$ cat src/rtl/cpu_pkg.sv
// Shared definitions for the multi-cycle 8-bit CPU controller: states,
// opcodes, instruction field positions and the decoded-instruction struct.
package cpu_pkg;

  typedef logic [2:0] state_t;
  localparam state_t ST_FETCH  = 3'd0;
  localparam state_t ST_DECODE = 3'd1;
  localparam state_t ST_EXEC   = 3'd2;
  localparam state_t ST_WB     = 3'd3;
  localparam state_t ST_HALT   = 3'd4;

  localparam logic [2:0] OP_ADD = 3'b000;
  localparam logic [2:0] OP_SUB = 3'b001;
  localparam logic [2:0] OP_SHL = 3'b010;
  localparam logic [2:0] OP_ROR = 3'b011;
  localparam logic [2:0] OP_AND = 3'b100;
  localparam logic [2:0] OP_OR  = 3'b101;
  localparam logic [2:0] OP_XOR = 3'b110;
  localparam logic [2:0] OP_NOT = 3'b111;

  localparam logic [2:0] CTL_LDI  = 3'b000;
  localparam logic [2:0] CTL_JMP  = 3'b001;
  localparam logic [2:0] CTL_JZ   = 3'b010;
  localparam logic [2:0] CTL_JC   = 3'b011;
  localparam logic [2:0] CTL_HALT = 3'b100;

  localparam int IR_CTL = 15;
  localparam int OP_HI  = 14;
  localparam int OP_LO  = 12;
  localparam int RD_HI  = 11;
  localparam int RD_LO  = 10;
  localparam int RA_HI  = 9;
  localparam int RA_LO  = 8;
  localparam int RB_HI  = 7;
  localparam int RB_LO  = 6;
  localparam int IMM_HI = 7;
  localparam int IMM_LO = 0;

  typedef struct packed {
    logic       is_alu;
    logic       is_ldi;
    logic       is_jmp;
    logic       is_jz;
    logic       is_jc;
    logic       is_halt;
    logic [2:0] op;
    logic [1:0] rd;
    logic [1:0] ra;
    logic [1:0] rb;
    logic [7:0] imm;
  } dec_t;

endpackage

$ cat src/rtl/cpu_decode.sv
// Pure combinational field decode of the instruction register.
module cpu_decode
  import cpu_pkg::*;
(
  input  logic [15:0] ir,
  output dec_t        dec
);

  always_comb begin
    dec         = '0;
    dec.op      = ir[OP_HI:OP_LO];
    dec.rd      = ir[RD_HI:RD_LO];
    dec.ra      = ir[RA_HI:RA_LO];
    dec.rb      = ir[RB_HI:RB_LO];
    dec.imm     = ir[IMM_HI:IMM_LO];
    dec.is_alu  = ~ir[IR_CTL];
    // Control sub-ops 101..111 fall through as NOPs
    dec.is_ldi  = ir[IR_CTL] && (dec.op == CTL_LDI);
    dec.is_jmp  = ir[IR_CTL] && (dec.op == CTL_JMP);
    dec.is_jz   = ir[IR_CTL] && (dec.op == CTL_JZ);
    dec.is_jc   = ir[IR_CTL] && (dec.op == CTL_JC);
    dec.is_halt = ir[IR_CTL] && (dec.op == CTL_HALT);
  end

endmodule

$ cat src/rtl/cpu_control.sv
// Fetch/decode/execute/writeback controller: owns pc, ir, result and the
// zero/carry flags, and sequences instruction memory, register file and ALU.
module cpu_control
  import cpu_pkg::*;
#(
  parameter int PC_W    = 8,
  parameter int INSTR_W = 16
) (
  input  logic               clk,
  input  logic               rst_n,
  input  logic               run,
  output logic [PC_W-1:0]    imem_addr,
  output logic               imem_rd_en,
  input  logic [INSTR_W-1:0] imem_data,
  input  logic               imem_valid,
  output logic [1:0]         rf_rd_addr_a,
  output logic [1:0]         rf_rd_addr_b,
  output logic               rf_wr_en,
  output logic [1:0]         rf_wr_addr,
  output logic [7:0]         rf_wr_data,
  output logic [2:0]         alu_opcode,
  input  logic [7:0]         alu_out,
  input  logic               alu_zero,
  input  logic               alu_carry,
  output logic               zero_flag,
  output logic               carry_flag,
  output logic               halted
);

  state_t            state;
  logic [PC_W-1:0]   pc;
  logic [INSTR_W-1:0] ir;
  logic [7:0]        result;
  logic              take_q;
  logic [PC_W-1:0]   target_q;
  dec_t              dec;
  logic [PC_W-1:0]   target;

  cpu_decode u_dec (
    .ir  (ir),
    .dec (dec)
  );

  assign target = PC_W'(dec.imm);

  always_ff @(posedge clk) begin
    if (!rst_n) begin
      state      <= ST_FETCH;
      pc         <= '0;
      ir         <= '0;
      result     <= '0;
      zero_flag  <= 1'b0;
      carry_flag <= 1'b0;
      take_q     <= 1'b0;
      target_q   <= '0;
    end else begin
      case (state)
        ST_FETCH: begin
          if (run && imem_valid) begin
            ir    <= imem_data;
            state <= ST_DECODE;
          end
        end
        ST_DECODE: state <= ST_EXEC;
        ST_EXEC: begin
          if (dec.is_alu) begin
            result    <= alu_out;
            zero_flag <= alu_zero;
            // Carry is only defined by the ALU for add/sub
            if (dec.op == OP_ADD || dec.op == OP_SUB)
              carry_flag <= alu_carry;
          end else if (dec.is_ldi) begin
            result <= dec.imm;
          end
          take_q   <= dec.is_jmp || (dec.is_jz && zero_flag) || (dec.is_jc && carry_flag);
          target_q <= target;
          state    <= dec.is_halt ? ST_HALT : ST_WB;
        end
        ST_WB: begin
          pc    <= take_q ? target_q : pc + PC_W'(1);
          state <= ST_FETCH;
        end
        ST_HALT: state <= ST_HALT;
        default: state <= ST_FETCH;
      endcase
    end
  end

  // Gating with rst_n keeps a reset that lands on writeback from committing
  assign imem_addr    = pc;
  assign imem_rd_en   = rst_n && (state == ST_FETCH) && run;
  assign rf_wr_en     = rst_n && (state == ST_WB) && (dec.is_alu || dec.is_ldi);
  assign rf_wr_addr   = dec.rd;
  assign rf_wr_data   = result;
  assign rf_rd_addr_a = dec.ra;
  assign rf_rd_addr_b = dec.rb;
  assign alu_opcode   = dec.op;
  assign halted       = (state == ST_HALT);

endmodule

$ cat config.mk
export PLATFORM = sky130hd
export DESIGN_NAME = cpu_control
export DESIGN_NICKNAME = d
export VERILOG_FILES = /design/src/rtl/cpu_pkg.sv /design/src/rtl/cpu_decode.sv /design/src/rtl/cpu_control.sv
export SDC_FILE = /design/constraint.sdc
export NUM_CORES = 1
export LEC_CHECK = 0
export BUFFER_PORTS_ARGS = -buffer_cell sky130_fd_sc_hd__buf_4
export CELL_PAD_IN_SITES_DETAIL_PLACEMENT = 1
export CELL_PAD_IN_SITES_GLOBAL_PLACEMENT = 1
export CORE_MARGIN = 2
export CORE_UTILIZATION = 35
export CTS_CLUSTER_SIZE = 10
export DETAILED_ROUTE_END_ITERATION = 7
export PLACE_DENSITY = 0.77
export SLEW_MARGIN = 20
export SYNTH_ARGS = -nofsm -noshare
export SYNTH_HDL_FRONTEND = slang
export SYNTH_HIERARCHICAL = 1
export SYNTH_SLANG_ARGS = --single-unit
$ cat constraint.sdc
create_clock -name clk -period 1.35 [get_ports clk]
set_input_delay 0.0675 -clock clk [delete_from_list [all_inputs] [get_ports clk]]
set_output_delay 0.0675 -clock clk [all_outputs]
set_load 0.01 [all_outputs]
==> run_results.csv <==
group,metric,value,unit
power,cellPowerDensity,967,mW/mm^2
place,io_buffers,59,
global_route,grt_max_degree,27,
place,placed_area,0.00285,sq mm
yosys,netlist_instances,271,
layout,syn_to_final_growth,39.9,%
worst_setup_path,worst_setup_path_end_kind,"output port",
layout,nets,367,
clock_tree,clock-sinks,46,
floorplanning,io_pins,60,
clock_tree,cts_tree,"done",
worst_setup_path,critPathMaxFanout,4,
yosys,synth_top_cell_by_area,"dfxtp_1",
yosys,ys_types,40,
sta,period_share,106,%
layout,final_util,50.5,%
drt,firstDrtPassIters,4,
global_route,antenna_found_initial,0,
worst_setup_path,cp.arrival,1.37,ns
clock_tree,clk_latency,0.31,ns
worst_hold_path,min_path_type,"in -> reg",
worst_setup_path,path_buf_inv,1,
global_route,grt_pass1_wl,11000,microns
job,maxCapViolCount,0,
layout,antenna_cells,0,
floorplanning,core_area,0.00635,sq mm
sta,slew_headroom,74.8,%
place,placedCellCount,393,
clock_tree,htreeDepth,2,
worst_setup_path,path_cells,"nor4b_4 -> or2_4 -> and3_4 -> buf_6",
global_route,grt_busiest_layer,"met2",
clock_tree,cts_buffer_depth,2,
global_route,grt_pass1_vias,2174,
floorplanning,num_rows,29,
yosys,synth_nets,302,
place,place_congestion,0.757,
global_route,use_met2,32.6,%
yosys,synth_top_area_share,40.1,%
sta,rsz0062_at_grt,"yes",
clock_tree,cts_buffers,5,
yosys,synth-edff-count,0,
global_route,globalRouteOverflowTotal,0,
global_route,met3_usage,3.89,%
yosys,synth_ff_type,"dfxtp_1",
drt,routed_wl,6800,microns
power,p_comb_share,21.5,%
layout,final_cell_count_no_fill,414,
yosys,yosysSeqAreaShare,40.1,%
place,hpwl,4700,microns
power,irDropWorstVdd,0.492,mV
floorplanning,fp.dieH,85.0,microns
floorplanning,dieWidth,85.0,microns
layout,postLayoutCellArea,0.00321,sq mm
run_status,status,"finished, violations left",
global_route,grt_use_met1,24.6,%
sta,fmax,698,MHz
drt,vias_per_cell,5.31,
power,power.total,3100,uW
power,p_switching,939,uW
sta,worst_pin_slew,0.378,ns
worst_setup_path,critPathTopFamily,"simple AND/OR/NAND/NOR gates",
yosys,yosys-top-cells-area,"dfxtp_1 (40%), a21oi_1 (7.4%), buf_4 (5.9%)",
sta,setup_ws,-0.0828,ns
clock_tree,clk_pin_slew,0.10,ns
drt,drc_errors,0,
worst_setup_path,cp-start-kind,"flip-flop",
worst_setup_path,crit_type,"reg -> out",
drt,vias,2198,
run_status,violations,"setup timing",
power,clkPwrFrac,29.2,%
worst_setup_path,worstPathRequired,1.28,ns
sta,fin_skew,0.0144,ns
worst_setup_path,cpPeakStageDelay,0.35,ns
clock_tree,clock_tree.root_cell,"clkbuf_8",
yosys,syn_area_per_cell,8.47,sq um
global_route,grtUsageTotal,18.8,%
power,seqPwrFrac,49.3,%
yosys,ys_seq_elements,46,
power,swShare,30.3,%
sta,setup_viol,3,
drt,ant_nets,0,
power,leakage,0.00132,uW
sta,hold_violations,0,
sta,final_max_slew_viol_count,0,
floorplanning,fp.dieArea,0.00722,sq mm
yosys,netlist_area,0.00229,sq mm
worst_setup_path,slowest_stage,"dfxtp_2",
sta,min_period,1.43,ns
layout,drive_above_1_share,45.4,%
drt,first_iter_violations,104,
yosys,ys_warn_count,6,
floorplanning,start_util,36.1,%
drt,post_drt_wl_per_cell,16.4,microns
power,p_int,2160,uW
yosys,async_reset_ff_share,0,%
==> registers in the layout, indices dropped and copies added (netlist names) <==
signal / count
zero_flag: 1
carry_flag: 1
imem_addr: 8
rf_wr_data: 8
target_q: 8
ir: 16
state: 3
take_q: 1
==> synth_stat cells, types with 3 or more instances <==
cell / count
clkbuf_1: 15
buf_6: 3
nor3b_1: 3
a22oi_1: 5
a31oi_1: 5
nand2_1: 24
nor2_1: 10
and4bb_2: 3
buf_2: 3
or4b_1: 3
buf_4: 18
nor3_1: 3
a211oi_1: 11
nand3_1: 21
nor2b_1: 5
a21oi_1: 34
o21ai_0: 20
mux2i_1: 11
dfxtp_1: 46
==> worst min-delay path, stage by stage <==
cell	delay (ns)
buf_4	0.11
nand3_1	0.05
a21oi_1	0.05
==> cell families (layout without fill, tap and decap cells) <==
logic type | Yosys count | after routing | synth area share [%]
AND/OR/NAND/NOR | 91 | 92 | 23.2
AO/OA/AOI/OAI | 78 | 78 | 19.4
flip-flops | 46 | 46 | 40.1
buffers and inverters | 42 | 107 | 11.0
multiplexers | 13 | 13 | 5.78
adder cells (fa/ha/maj) | 1 | 1 | 0.545
==> metrics by stage <==
stage	setup WS, ns	hold slack, ns	TNS [ns]
2_1_floorplan	-0.0259	0.206	-0.0259
3_3_place_gp	-0.0220	0.337	-0.228
3_5_place_dp	-0.121	0.341	-1.12
4_1_cts	-0.0889	0.0105	-0.125
5_1_grt	-0.163	0.00709	-0.625
6_report	-0.0828	0.0103	-0.153
==> layer usage <==
metal	up-vias	part of all wire (%)	routed length [microns]
met3	2	4.0	273
met4	0	0.28	19
met1	1057	45	3060
met2	50	51	3450
li1	1089	-	-
met5	-	0	0
==> placed cells by master, fill, tap and decap left out, types with 7 or more instances in the layout <==
| master | n |
|---|---|
| buf_4 | 86 |
| dfxtp_1 | 34 |
| a21oi_1 | 32 |
| nand2_1 | 23 |
| o21ai_0 | 18 |
| nand3_1 | 18 |
| mux2i_1 | 11 |
| nor2_1 | 9 |
| a211oi_2 | 9 |
| buf_6 | 8 |
| dfxtp_2 | 7 |
==> worst paths after layout <==
kind	from	to	slack [ns]	cells after the start
setup / recovery	ir[13]$_SDFFE_PN0P_	rf_wr_en	-0.08	4
hold / removal	imem_data[8]	ir[8]$_SDFFE_PN0P_	0.01	3
setup reg to reg	ir[15]$_SDFFE_PN0P_	state[1]$_SDFFE_PN0P_	-0.04	5
hold reg to reg	target_q[6]$_SDFFE_PN0N_	target_q[6]$_SDFFE_PN0N_	0.46	2
==> power groups by stage <==
stage / Sequential [uW] / Clock [uW] / Combinational, uW
2_1_floorplan: 1540 / 0 / 361
3_3_place_gp: 1550 / 0 / 586
3_5_place_dp: 1550 / 0 / 602
4_1_cts: 1530 / 904 / 641
5_1_grt: 1550 / 980 / 725
6_report: 1530 / 906 / 667
==> repair_timing <==
action | 4_1_cts | 5_1_grt
cloned | 0 | 1
setup endpoints to repair | 34 | 36
buffers inserted | 9 | 4
endpoints found under the hold margin | 0 | 1
resized for setup | 28 | 18
pin swaps | 5 | 11
hold buffers | 0 | 1
==> area by class of cell <==
cell class	instances	area, sq um
sequential	46	948
fill	730	3140
timing repair buffer	96	766
inverter	3	11.3
clock buffer	5	68.8
clock inverter	3	25.0
tap	77	96.3
multi-input combinational	184	1290
(Power assumes the default switching activity.)
